File: src/rtl/timer_pkg.sv
// Shared definitions for the bus-attached machine timer.
//   - Register offsets as seen on dev_addr_i[4:2]
//   - Reset value of MTIMECMP
//   - CTRL bit positions, plus a helper that assembles the CTRL read-back word
// Optional feature macro: TIMER_PRESCALE_EN (see bus_timer_device.sv).
package timer_pkg;

    localparam logic [2:0] OFF_MTIME_LO    = 3'd0;
    localparam logic [2:0] OFF_MTIME_HI    = 3'd1;
    localparam logic [2:0] OFF_MTIMECMP_LO = 3'd2;
    localparam logic [2:0] OFF_MTIMECMP_HI = 3'd3;
    localparam logic [2:0] OFF_CTRL        = 3'd4;
    localparam logic [2:0] OFF_STATUS      = 3'd5;

    localparam logic [63:0] MTIMECMP_RST = 64'hFFFF_FFFF_FFFF_FFFF;

    localparam int CTRL_EN_BIT  = 0;
    localparam int CTRL_PSC_LSB = 8;
    localparam int CTRL_PSC_MSB = 15;

    // CTRL read-back: enable in bit 0, prescale value in [15:8], all else zero.
    function automatic logic [31:0] ctrl_word(input logic en, input logic [7:0] psc);
        logic [31:0] w;
        w = 32'd0;
        w[CTRL_EN_BIT] = en;
        w[CTRL_PSC_MSB:CTRL_PSC_LSB] = psc;
        return w;
    endfunction

endpackage

File: src/rtl/bus_timer_device_if.sv
// Single-cycle host/device bus, device slot.
//   dev_req_i    request qualifier (one cycle)
//   dev_we_i     1 = write, 0 = read
//   dev_addr_i   byte address
//   dev_wdata_i  write data (full word)
//   dev_rdata_o  read data, cycle after a read request
//   dev_rvalid_o response strobe, cycle after any request
// Signal names carry the direction as seen from the device.
interface bus_timer_device_if #(
    parameter int DW = 32,
    parameter int AW = 32
) ();
    logic          dev_req_i;
    logic          dev_we_i;
    logic [AW-1:0] dev_addr_i;
    logic [DW-1:0] dev_wdata_i;
    logic [DW-1:0] dev_rdata_o;
    logic          dev_rvalid_o;

    modport master (
        output dev_req_i, dev_we_i, dev_addr_i, dev_wdata_i,
        input  dev_rdata_o, dev_rvalid_o
    );

    modport slave (
        input  dev_req_i, dev_we_i, dev_addr_i, dev_wdata_i,
        output dev_rdata_o, dev_rvalid_o
    );
endinterface

File: src/rtl/timer_prescaler.sv
// Tick generator for the machine timer: one tick every (i_prescale + 1) cycles.
//   clk_i, rst_i  clock, asynchronous active-high reset
//   i_enable      timer enable (CTRL[0]); counter held at zero while low
//   i_clear       CTRL write strobe; restarts the count
//   i_prescale    divider value P
//   o_tick        single-cycle tick strobe
module timer_prescaler (
    input  logic       clk_i,
    input  logic       rst_i,
    input  logic       i_enable,
    input  logic       i_clear,
    input  logic [7:0] i_prescale,
    output logic       o_tick
);
    logic [7:0] r_cnt;
    logic       w_wrap;

    assign w_wrap = (r_cnt == i_prescale);
    // No tick on the CTRL-write cycle: the count restarts from the new setting.
    assign o_tick = i_enable && !i_clear && w_wrap;

    always_ff @(posedge clk_i or posedge rst_i) begin
        if (rst_i) begin
            r_cnt <= 8'd0;
        end else if (i_clear || !i_enable || w_wrap) begin
            r_cnt <= 8'd0;
        end else begin
            r_cnt <= r_cnt + 8'd1;
        end
    end
endmodule

File: src/rtl/bus_timer_device.sv
// Bus-side responder implementing a 64-bit machine timer (mtime / mtimecmp)
// with a registered level interrupt.
//   clk_i, rst_i  clock, asynchronous active-high reset
//   bus           device end of the single-cycle bus (bus_timer_device_if.slave)
//   timer_irq_o   level interrupt, registered: mtime >= mtimecmp
// Register map on dev_addr_i[4:2]: 0 MTIME_LO, 1 MTIME_HI, 2 MTIMECMP_LO,
// 3 MTIMECMP_HI, 4 CTRL, 5 STATUS (RO), 6/7 unmapped (read 0, writes ignored).
// Optional macro TIMER_PRESCALE_EN: CTRL[15:8] becomes a tick divider;
// without it the timer ticks every cycle while enabled and CTRL[15:8] reads 0.
module bus_timer_device
    import timer_pkg::*;
#(
    parameter int DataWidth    = 32,
    parameter int AddressWidth = 32
) (
    input  logic               clk_i,
    input  logic               rst_i,
    bus_timer_device_if.slave  bus,
    output logic               timer_irq_o
);
    if (DataWidth != 32) begin : g_bad_width
        $error("bus_timer_device: only DataWidth=32 is supported");
    end

    logic [63:0]          r_mtime;
    logic [63:0]          r_mtimecmp;
    logic                 r_ctrl_en;
    logic [31:0]          r_hi_shadow;
    logic [DataWidth-1:0] r_rdata;
    logic                 r_rvalid;
    logic                 r_irq;

    logic                 w_wr;
    logic                 w_rd;
    logic [2:0]           w_off;
    logic                 w_ctrl_wr;
    logic                 w_tick;
    logic [7:0]           w_psc;
    logic [31:0]          w_rd_mux;
    logic                 w_unused_addr;

    assign w_wr      = bus.dev_req_i && bus.dev_we_i;
    assign w_rd      = bus.dev_req_i && !bus.dev_we_i;
    assign w_off     = bus.dev_addr_i[4:2];
    assign w_ctrl_wr = w_wr && (w_off == OFF_CTRL);

    // Upper address bits are decoded by the interconnect; byte offset is ignored.
    assign w_unused_addr = ^{bus.dev_addr_i[AddressWidth-1:5], bus.dev_addr_i[1:0]};

`ifdef TIMER_PRESCALE_EN
    logic [7:0] r_psc;

    always_ff @(posedge clk_i or posedge rst_i) begin
        if (rst_i) begin
            r_psc <= 8'd0;
        end else if (w_ctrl_wr) begin
            r_psc <= bus.dev_wdata_i[CTRL_PSC_MSB:CTRL_PSC_LSB];
        end
    end

    assign w_psc = r_psc;

    timer_prescaler u_prescaler (
        .clk_i      (clk_i),
        .rst_i      (rst_i),
        .i_enable   (r_ctrl_en),
        .i_clear    (w_ctrl_wr),
        .i_prescale (r_psc),
        .o_tick     (w_tick)
    );
`else
    assign w_psc  = 8'd0;
    assign w_tick = r_ctrl_en;
`endif

    // Read mux works on pre-update register values.
    always_comb begin
        w_rd_mux = 32'd0;
        case (w_off)
            OFF_MTIME_LO:    w_rd_mux = r_mtime[31:0];
            OFF_MTIME_HI:    w_rd_mux = r_hi_shadow;
            OFF_MTIMECMP_LO: w_rd_mux = r_mtimecmp[31:0];
            OFF_MTIMECMP_HI: w_rd_mux = r_mtimecmp[63:32];
            OFF_CTRL:        w_rd_mux = ctrl_word(r_ctrl_en, w_psc);
            OFF_STATUS:      w_rd_mux = {31'd0, r_irq};
            default:         w_rd_mux = 32'd0;
        endcase
    end

    // mtime: a bus write to either half wins over the tick in that cycle,
    // so the increment (and any carry) is simply dropped.
    always_ff @(posedge clk_i or posedge rst_i) begin
        if (rst_i) begin
            r_mtime <= 64'd0;
        end else if (w_wr && (w_off == OFF_MTIME_LO)) begin
            r_mtime[31:0] <= bus.dev_wdata_i;
        end else if (w_wr && (w_off == OFF_MTIME_HI)) begin
            r_mtime[63:32] <= bus.dev_wdata_i;
        end else if (w_tick) begin
            r_mtime <= r_mtime + 64'd1;
        end
    end

    always_ff @(posedge clk_i or posedge rst_i) begin
        if (rst_i) begin
            r_mtimecmp <= MTIMECMP_RST;
            r_ctrl_en  <= 1'b0;
        end else if (w_wr) begin
            case (w_off)
                OFF_MTIMECMP_LO: r_mtimecmp[31:0]  <= bus.dev_wdata_i;
                OFF_MTIMECMP_HI: r_mtimecmp[63:32] <= bus.dev_wdata_i;
                OFF_CTRL:        r_ctrl_en         <= bus.dev_wdata_i[CTRL_EN_BIT];
                default:         ;
            endcase
        end
    end

    // Reading MTIME_LO snapshots the upper half so a LO-then-HI pair is coherent.
    always_ff @(posedge clk_i or posedge rst_i) begin
        if (rst_i) begin
            r_hi_shadow <= 32'd0;
        end else if (w_rd && (w_off == OFF_MTIME_LO)) begin
            r_hi_shadow <= r_mtime[63:32];
        end
    end

    // Response and interrupt registers; writes return zero data.
    always_ff @(posedge clk_i or posedge rst_i) begin
        if (rst_i) begin
            r_rvalid <= 1'b0;
            r_rdata  <= '0;
            r_irq    <= 1'b0;
        end else begin
            r_rvalid <= bus.dev_req_i;
            r_rdata  <= w_rd ? w_rd_mux : '0;
            r_irq    <= (r_mtime >= r_mtimecmp);
        end
    end

    assign bus.dev_rdata_o  = r_rdata;
    assign bus.dev_rvalid_o = r_rvalid;
    assign timer_irq_o      = r_irq;
endmodule

File: src/flat_wrapper.sv
// flat-port wrapper written by rule: the top's interface ports become plain ports
module bus_timer_device_flat import timer_pkg::*;
#(
    parameter int DataWidth    = 32,
    parameter int AddressWidth = 32
)
  (clk_i, rst_i, timer_irq_o, bus_dev_req_i, bus_dev_we_i, bus_dev_addr_i, bus_dev_wdata_i, bus_dev_rdata_o, bus_dev_rvalid_o);
  bus_timer_device_if #(.DW(32), .AW(32)) bus_i ();
  input  logic clk_i;
  input  logic rst_i;
  output logic timer_irq_o;
  input wire logic [$bits(bus_i.dev_req_i)-1:0] bus_dev_req_i;
  input wire logic [$bits(bus_i.dev_we_i)-1:0] bus_dev_we_i;
  input wire logic [$bits(bus_i.dev_addr_i)-1:0] bus_dev_addr_i;
  input wire logic [$bits(bus_i.dev_wdata_i)-1:0] bus_dev_wdata_i;
  output wire logic [$bits(bus_i.dev_rdata_o)-1:0] bus_dev_rdata_o;
  output wire logic [$bits(bus_i.dev_rvalid_o)-1:0] bus_dev_rvalid_o;
  assign bus_i.dev_req_i = bus_dev_req_i;
  assign bus_i.dev_we_i = bus_dev_we_i;
  assign bus_i.dev_addr_i = bus_dev_addr_i;
  assign bus_i.dev_wdata_i = bus_dev_wdata_i;
  assign bus_dev_rdata_o = bus_i.dev_rdata_o;
  assign bus_dev_rvalid_o = bus_i.dev_rvalid_o;
  bus_timer_device #(.DataWidth(DataWidth), .AddressWidth(AddressWidth)) u_core (.clk_i(clk_i), .rst_i(rst_i), .bus(bus_i), .timer_irq_o(timer_irq_o));
endmodule
File: config.mk
export PLATFORM = sky130hd
export DESIGN_NAME = bus_timer_device_flat
export DESIGN_NICKNAME = d
export VERILOG_FILES = /design/src/rtl/timer_pkg.sv /design/src/rtl/bus_timer_device_if.sv /design/src/rtl/timer_prescaler.sv /design/src/rtl/bus_timer_device.sv /design/src/flat_wrapper.sv
export SDC_FILE = /design/constraint.sdc
export NUM_CORES = 1
export LEC_CHECK = 0
export BUFFER_PORTS_ARGS = -buffer_cell sky130_fd_sc_hd__buf_2
export CAP_MARGIN = 25
export CORE_ASPECT_RATIO = 1.5
export CORE_MARGIN = 2
export CORE_UTILIZATION = 45
export DETAILED_ROUTE_END_ITERATION = 8
export SYNTH_ARGS = -nofsm -noshare
export SYNTH_HDL_FRONTEND = slang
export SYNTH_SLANG_ARGS = --single-unit
File: constraint.sdc
create_clock -name clk_i -period 7.6 [get_ports clk_i]
set_input_delay 1.52 -clock clk_i [delete_from_list [all_inputs] [get_ports clk_i]]
set_output_delay 1.52 -clock clk_i [all_outputs]
set_load 0.005 [all_outputs]
Yosys cells after proc, flatten, opt, wreduce, memory -nomap -nowiden
Index checks and enable logic that the tools add are counted.
Widths: inputs -> output; s select.
Storage, ports and cells
  flip-flop bits (word level): 195
  bits in latches: 0
  memory bits (writable): 0
  bits in read-only memories: 0
  input port bits: 68
  output and inout bits: 34
  word-level logic and storage cells: 38
  memories kept: 0
Cells by class
  add/subtract/negate cells: 1
  multiply operators: 0
  div/mod/pow operators: 0
  order comparisons: 1
  equal/unequal tests: 6
  shifts and indexed selects: 0
  multiplexer cells: 6
  bitwise operators: 1
  reduce and logical (&&, ||, !) cells: 14
Operator list (count)
  $pmux 32 s6: 1
  $mux 32: 4
  $add 64x1->64 const B: 1
  $ge 64x64->1: 1
  $mux 64: 1
  $reduce_and 2->1: 5
  $eq 3x2->1 const B: 2
  $eq 3x3->1 const B: 2
  $logic_and 1x1->1: 5
  $reduce_bool 2->1: 2
  $eq 3x1->1 const B: 1
  $logic_not 3->1: 1
  $ne 2x1->1 const B: 1
  $logic_not 1->1: 1
  $not 1->1: 1

Longest topological paths before layout
Gate-level depths: netlist of run 1.
  depth after elaboration: 4
  depth in mapped cells: 8
  gate-level depth less buffers: 8

Worst setup path before layout of run 1
No wires, ideal clock.
  path type: input port to flip-flop
  from: input bus_dev_addr_i[3]
  to: register u_core.r_mtime[63]
  library setup time: 0.069 ns
  arrival: 3.335 ns
  data required time: 7.531 ns
  setup slack: 4.196 ns
  stages on the path: 7
  path buffers: 1
  cell sequence: clkbuf_1 -> nor2_1 -> a21o_1 -> or4_1 -> or3_4 -> or3_1 -> nand3_1
Between the ends
  longest elaborated chain between the ends: 4
  elaborated cells between the ends (all ways): 8
  classes of those cells: eq/ne: 1; mux: 1; bitwise: 1; reduce/logical: 5
Ends and longest elaborated chain
  start, declared: RTL line flat_wrapper.sv:14  | input wire logic [$bits(bus_i.dev_addr_i)-1:0] bus_dev_addr_i;
  $eq 3x1->1 / $logic_not 3->1 (equally long branches): RTL line bus_timer_device.sv:97, bus_timer_device.sv:95
  $logic_and 1x1->1, on equally long branches: RTL line bus_timer_device.sv:97, bus_timer_device.sv:95
  $reduce_bool 2->1 (no line) / $not 1->1 (equally long branches)
  $reduce_and 2->1 (no line)
  end signal, assigned: RTL line bus_timer_device.sv:98  | r_mtime[63:32] <= bus.dev_wdata_i;
  end signal, assigned: RTL line bus_timer_device.sv:100  | r_mtime <= r_mtime + 64'd1;
  end, declared: RTL line bus_timer_device.sv:25  | logic [63:0] r_mtime;
Parallel ways exist; a longest one is shown, timed or not.
A chain may end at the register's enable or synchronous reset.

Worst setup path after layout of run 1
  from: input bus_dev_addr_i[2]
  to: register u_core.r_mtime[11]
Between the ends
  longest elaborated chain between the ends: 4
  elaborated cells between the ends (all ways): 8
  classes of those cells: eq/ne: 2; mux: 1; reduce/logical: 5
Ends and longest elaborated chain
  $eq 3x1->1 / $logic_not 3->1 (equally long branches): RTL line bus_timer_device.sv:97, bus_timer_device.sv:95
  $logic_and 1x1->1, on equally long branches: RTL line bus_timer_device.sv:97, bus_timer_device.sv:95
  $ne 2x1->1 (no line) / $reduce_bool 2->1 (equally long branches)
  $reduce_and 2->1 (no line)
  end signal, assigned: RTL line bus_timer_device.sv:96  | r_mtime[31:0] <= bus.dev_wdata_i;
  end signal, assigned: RTL line bus_timer_device.sv:100
Parallel ways exist; a longest one is shown, timed or not.

==> metrics.md, run 1 <==
| Metric | Value |
|---|---|
| Commonest cells after routing, fill and taps aside | 135 x nand2_1, 131 x dfrtp_1, 97 x o21ai_0 |
| Clock skew | 0.0137 ns |
| Placed insts | 1417 |
| DP HPWL | 20.5 mm |
| Gate Count Post-Synth | 1108 |
| Largest net degree at the start of global routing | 133 |
| Clock Sinks | 195 |
| GRT overflow | 0 |
| Data required, critical path | 7.90 ns |
| Share of layout cells above drive strength 1 | 19.0% |
| Final Non-Filler Cells | 1449 |
| #FFs+latches synth | 195 |
| Tmin final | 3.39 ns |
| Fillers | 2138 |
| Final Power | 3330 uW |
| Seq/Total Area, Yosys | 47.6% |
| CTS tree | yes |
| Crit start category | input pin |
| Final Instance Area | 11600 sq um |
| Synth unique cells | 48 |
| Die X | 128 microns |
| Starting Density | 45.5% |
| Peak supply drop | 0.000159 V |
| Avg Cell Area, Syn | 9.41 sq um |
| Unrepaired setup endpoints after global routing | no |
| N_diodes | 0 |
| CTS H-tree depth | 4 |
| Setup tns final | 0 ns |
| Pre-CTS WS | 3.78 ns |
| P&R area growth vs syn | 11.5% |
| Worst Slack Setup Final | 4.21 ns |
| Vias | 8433 |
| Via density per instance | 5.82 |
| Setup CP Type | input pin to flip-flop |
| Max clock buf depth | 2 |
| Outcome | finished clean |
| First-pass GRT wire length | 46.8 mm |
| Detail Route Antenna Nets | 0 |
| Power Density | 286 nW/um^2 |
| Most common cell after layout, fill and taps aside | nand2_1 |
| Yosys warning count | 0 |
| Root Buffer | clkbuf_16 |
| CORE AREA | 22900 sq um |
| Final hold violation count | 0 |
| Max_slew headroom | 29.1% |
| Net count reported at finish | 1289 |
| Setup Viol. Count Final | 0 |
| Post-Syn Area | 10400 sq um |
| DRT Wirelength | 29.7 mm |
| Post-CTS Setup Repair Bufs | 0 |
| P_leak | 0.00496 uW |
| Worst setup EP type | flip-flop |
| Die Ht | 190 microns |
| Worst Max-Slew Pin Slew | 1.05 ns |
| Syn Nets | 1241 |
| Core Rows | 68 |
| Starting DRC count in detailed routing | 554 |
| CTS buffer count | 17 |
| Multi-input gate area | 5010 sq um |
| Final period utilization | 44.6% |
| Die area | 24400 sq um |
| IO Pins | 102 |
| Area of placed instances | 11000 sq um |
| CTS resizes | 0 |
| PortBufs | 72 |
| Ys async rst share | 100% |
| Drt first pass iters | 5 |
| Arrival time of the worst setup path | 3.69 ns |
| Hold buffers post-CTS | 0 |
| Worst Path Max Fanout | 10 |
| MaxCap Viol Count | 0 |
| Initial antenna violation count | 0 |
| Clk Latency, worst-skew pair | 0.45 ns |
| Worst-path clk slew | 0.08 ns |
| Avg WL per Cell | 20.5 microns |
| Reg area | 4960 sq um |
| Final GP Congestion | 0.851 |
| Final Max Tran Viols | 0 |
| DRC Markers | 0 |
| Hold crit path type | flip-flop to flip-flop |
| Number of global-route vias before repair | 8471 |
| Achievable frequency | 0.295 GHz |
| Post-synth EDFFs | 0 |
| Main synth FF type | dfrtp_1 |
| GRT Resource Usage Total | 25.2% |
cells in the mapped netlist, drive strengths merged (3+ instances only):
cell type,n,area share (%)
a211oi,5,0.36
a21o,9,0.65
a21oi,94,4.5
a22oi,62,4.5
a311oi,3,0.25
and2,6,0.36
and3,13,0.78
and4,3,0.25
clkbuf,51,1.8
dfrtp,131,31
dfstp,64,16
ha,65,7.8
inv,71,2.6
mux2,31,3.3
nand2,137,4.9
nand3,41,2.0
nand4,32,1.9
nor2,60,2.2
nor2b,3,0.18
nor3,25,1.2
nor4,13,0.78
o211ai,6,0.43
o21ai,98,4.7
o311ai,3,0.25
or3,7,0.47
or4,7,0.54
xnor2,21,1.8
xor2,30,2.5
critical path: stages:
cell and delay, ns:
buf_2 0.19, or3b_2 0.51, o21ai_1 0.59, nor2_1 0.40, nand3_1 0.22, xor2_1 0.16, a21oi_1 0.10
area by class of cell:
cell class | instances | area share (%)
Clock inverter | 13 | 1.15
Clock buffer | 19 | 3.81
Multi-Input combinational cell | 789 | 43.1
Inverter | 71 | 2.36
Sequential cell | 195 | 42.7
Timing Repair Buffer | 82 | 3.85
Tap cell | 280 | 3.01
path summary, 6_finish.rpt:
| check | endpoint | startpoint | slack (ns) | depth (start not counted) |
|---|---|---|---|---|
| max | u_core.r_mtime[11]$_DFFE_PP0P_ | bus_dev_addr_i[2] | 4.21 | 7 |
| min | u_core.r_hi_shadow[8]$_DFFE_PP0P_ | u_core.r_hi_shadow[8]$_DFFE_PP0P_ | 0.49 | 2 |
| max reg2reg | u_core.r_mtime[62]$_DFFE_PP0P_ | u_core.r_mtime[25]$_DFFE_PP0P_ | 4.62 | 6 |
| min reg2reg | u_core.r_hi_shadow[8]$_DFFE_PP0P_ | u_core.r_hi_shadow[8]$_DFFE_PP0P_ | 0.49 | 2 |
| max in group asynchronous | u_core.r_mtime[53]$_DFFE_PP0P_ | rst_i | 5.00 | 3 |
| min in group asynchronous | u_core.bus.dev_rdata_o[15]$_DFF_PP0_ | rst_i | 1.23 | 2 |
routing by layer:
metal	GRT usage, %	up-vias	wire, microns
met5	0	-	0
met4	10.1	0	904
met3	4.18	54	957
met2	45.8	178	15900
met1	29.3	4168	11900
li1	-	4033	-
per-stage QoR:
stage / utilization (%) / hold WS (ns)
final: 50.8 / 0.489
after global routing: 50.8 / 0.524
after CTS: 50.8 / 0.493
after detailed placement: 48.3 / 0.472
after global placement: 48.2 / 0.465
after floorplan: - / 0.451
flip-flops by register name, summed over array words and instances, names as in the netlist:
register / cells
u_core.r_mtimecmp: 64
u_core.r_hi_shadow: 32
u_core.timer_irq_o: 1
u_core.r_mtime: 64
u_core.bus.dev_rvalid_o: 1
u_core.r_ctrl_en: 1
u_core.bus.dev_rdata_o: 32
where the power goes:
| group | internal, uW | total (uW) | leakage (uW) | switching, uW |
|---|---|---|---|---|
| Clock | 472 | 913 | 0.000280 | 441 |
| Combinational | 360 | 831 | 0.00236 | 470 |
| Sequential | 1330 | 1580 | 0.00232 | 256 |
cells by family after synthesis:
kind of cell               share of synthesized area [%]
and+or+nand+nor                                     16.1
AOI/OAI and AO/OA                                   16.2
DFF                                                 47.6
buffers and inverters                               4.54
adders and majority gates                           7.80
xor gates and xnor gates                            4.29
muxes                                               3.54
Power figures use the tool's default switching activity.
==> run 2, diff against run 1 <==
- PLACE_DENSITY: default -> 0.66
- clock period: 7.6 -> 3.1 ns (I/O delays scaled with it)
==> run 2 against run 1 <==
Compared with the run above: total power up 140%; worst hold slack got worse by 0.34 ns; clock-buffer cell count stayed put; cell area increased by 1.6%; critical path type is now flip-flop to flip-flop.
==> metrics.md, run 2 (synthesis results as in run 1) <==
| Metric | Value |
|---|---|
| Tmin final | 2.74 ns |
| Net count reported at finish | 1315 (was 1289) |
| R2r setup slk | 0.36 ns (was 4.62 ns) |
| Worst-path clk slew | 0.07 ns (was 0.08 ns) |
| Number of global-route vias before repair | 8508 (was 8471) |
| Comb power frac | 26.3% (was 25.0%) |
| Worst Path Max Fanout | 9 (was 10) |
| Avg WL per Cell | 19.9 microns (was 20.5 microns) |
| Power Density | 682 nW/um^2 (was 286 nW/um^2) |
| Final Instance Area | 11800 sq um (was 11600 sq um) |
| Outcome | finished clean (unchanged) |
| P_int | 5230 uW (was 2160 uW) |
| P_leak | 0.00507 uW (was 0.00496 uW) |
| Worst Reg-to-Reg Cells | 6 (unchanged) |
| Setup tns final | 0 ns (unchanged) |
| DRC Markers | 0 (unchanged) |
| Final Max Tran Viols | 0 (unchanged) |
| CP cell instances | nand3_2 -> or3_1 -> or4_4 -> or4_1 -> nand3_1 -> o211ai_1 (was buf_2 -> or3b_2 -> o21ai_1 -> nor2_1 -> nand3_1 -> xor2_1 -> a21oi_1) |
| Share of layout cells above drive strength 1 | 20.6% (was 19.0%) |
| Peak supply drop | 0.000398 V (was 0.000159 V) |
| Data required, critical path | 3.42 ns (was 7.90 ns) |
| Multi-input gate area | 5010 sq um (about the same) |
| Achievable frequency | 0.366 GHz |
| Post-CTS Setup Repair Bufs | 0 (unchanged) |
| Crit start category | flip-flop (was input pin) |
| Detail Route Antenna Nets | 0 (unchanged) |
| CORE AREA | 22900 sq um (unchanged) |
| Initial antenna violation count | 0 (unchanged) |
| Setup CP Type | flip-flop to flip-flop (was input pin to flip-flop) |
| Largest net degree at the start of global routing | 96 (was 133) |
| Drt first pass iters | 5 (unchanged) |
| Hold buffers post-CTS | 0 (unchanged) |
| Share of total power in sequential cells | 47.8% (was 47.6%) |
| CTS tree | yes (unchanged) |
| GRT overflow | 0 (unchanged) |
| Max_slew headroom | 48.7% (was 29.1%) |
| Area of placed instances | 11300 sq um (was 11000 sq um) |
| Final period utilization | 88.2% |
| Arrival time of the worst setup path | 3.06 ns (was 3.69 ns) |
| Via density per instance | 5.84 (was 5.82) |
| Die Ht | 190 microns (unchanged) |
| IO Pins | 102 (unchanged) |
| Crit-path slowest cell | or4_4 (was o21ai_1) |
| Final hold slack | 0.145 ns (was 0.489 ns) |
| Most common cell after layout, fill and taps aside | nand2_1 (unchanged) |
| First-pass GRT wire length | 46.8 mm (about the same) |
| P&R area growth vs syn | 13.3% (was 11.5%) |
| Fillers | 2089 (was 2138) |
| CTS buffer count | 17 (unchanged) |
| Vias | 8608 (was 8433) |
| Unrepaired setup endpoints after global routing | no (unchanged) |
| Max clock buf depth | 2 (unchanged) |
| Die X | 128 microns (unchanged) |
| GRT Resource Usage Total | 25.1% (was 25.2%) |
| Commonest cells after routing, fill and taps aside | 136 x nand2_1, 131 x dfrtp_1, 97 x o21ai_0 (was 135 x nand2_1, 131 x dfrtp_1, 97 x o21ai_0) |
| Slowest stage delay, CP | 0.63 ns (was 0.59 ns) |
| Final hold violation count | 0 (unchanged) |
| PortBufs | 72 (unchanged) |
| Origin of the critical flop-to-flop path | u_core.r_mtime[4]$_DFFE_PP0P_ (was u_core.r_mtime[25]$_DFFE_PP0P_) |
| DP HPWL | 21.0 mm (was 20.5 mm) |
| Clk Latency, worst-skew pair | 0.45 ns (about the same) |
| Clk pwr share | 25.9% (was 27.4%) |
| Biggest registers after layout | u_core.r_mtime: 64 flops, u_core.r_mtimecmp: 64 flops (unchanged) |
| Starting DRC count in detailed routing | 712 (was 554) |
| MaxCap Viol Count | 0 (unchanged) |
| Worst Max-Slew Pin Slew | 0.768 ns (was 1.05 ns) |
| Clock skew | 0.00899 ns (was 0.0137 ns) |
| DRT Wirelength | 29.4 mm (was 29.7 mm) |
| Routed wl met3 | 1.30 mm (was 957 microns) |
| Switching portion of total power | 35.1% (about the same) |
| CTS H-tree depth | 4 (unchanged) |
| Final GP Congestion | 0.923 (was 0.851) |
| Met1 WL | 11.6 mm (was 11.9 mm) |
| Top sig layer | met4 (unchanged) |
| Starting Density | 45.5% (unchanged) |
| Reg area | 4960 sq um (unchanged) |
| Setup Viol. Count Final | 0 (unchanged) |
| Hold crit path type | input pin to async pin (was flip-flop to flip-flop) |
| Die area | 24400 sq um (unchanged) |
| Core Rows | 68 (unchanged) |
| R2r endpoint | u_core.r_mtime[35]$_DFFE_PP0P_ (was u_core.r_mtime[62]$_DFFE_PP0P_) |
| CTS resizes | 0 (unchanged) |
| Root Buffer | clkbuf_16 (unchanged) |
| N_diodes | 0 (unchanged) |
| Clock Sinks | 195 (unchanged) |
| Switching Power | 2830 uW (was 1170 uW) |
| Met2 WL | 15.3 mm (was 15.9 mm) |
| Worst setup EP type | flip-flop (unchanged) |
[run 2: metrics by stage]
stage / cells / util (%) / setup slack (ns) / total power (uW)
final: 1475 / 51.6 / 0.365 / 8050
after global routing: 1475 / 51.6 / 0.292 / 8550
after CTS: 1475 / 51.6 / 0.378 / 8090
after detailed placement: 1443 / 49.3 / 0.389 / 5980
after global placement: 1443 / 49.3 / 0.414 / 5900
after floorplan: 1108 / - / 0.0139 / 5190
[run 2: cell type report]
class,instances,share of cell area (%)
clock buffers,19,3.67
clock inverters,13,0.848
inverters,71,2.29
multi-input cells,789,42.5
flip-flops and latches,195,42.0
well taps,280,2.97
repair buffers,108,5.77
[run 2: worst max path at each step]
stage / startpoint / endpoint / slack (ns) / cells after the start
after floorplan: rst_i / u_core.bus.dev_rdata_o[0]$_DFF_PP0_ / 0.01 / 1
after global placement: u_core.r_mtime[4]$_DFFE_PP0P_ / u_core.r_mtime[35]$_DFFE_PP0P_ / 0.41 / 6
after detailed placement: u_core.r_mtime[4]$_DFFE_PP0P_ / u_core.r_mtime[35]$_DFFE_PP0P_ / 0.39 / 6
after CTS: u_core.r_mtime[4]$_DFFE_PP0P_ / u_core.r_mtime[35]$_DFFE_PP0P_ / 0.38 / 6
after global routing: u_core.r_mtime[4]$_DFFE_PP0P_ / u_core.r_mtime[35]$_DFFE_PP0P_ / 0.29 / 6
final: u_core.r_mtime[4]$_DFFE_PP0P_ / u_core.r_mtime[35]$_DFFE_PP0P_ / 0.36 / 6
[run 2: power groups by stage]
| stage | registers (uW) | clock network, uW | logic, uW |
|---|---|---|---|
| finish | 3850 | 2080 | 2120 |
| detailed placement | 3880 | 0 | 2100 |
| global route | 3920 | 2210 | 2410 |
| CTS | 3840 | 2130 | 2130 |
| floorplan | 3710 | 0 | 1480 |
| global placement | 3850 | 0 | 2040 |
[run 2: layer usage]
metal	track usage (%)	up-vias
met4	11.8	0
li1	-	4083
met5	0	-
met1	30.1	4195
met2	43.7	261
met3	3.82	69
[run 2: critical path, delay by kind of cell, from the launching register on]
kind             cells  cell delay (ns)
AO/OA/AOI/OAI        1             0.11
flip-flops           1             0.48
AND/OR/NAND/NOR      5             2.02
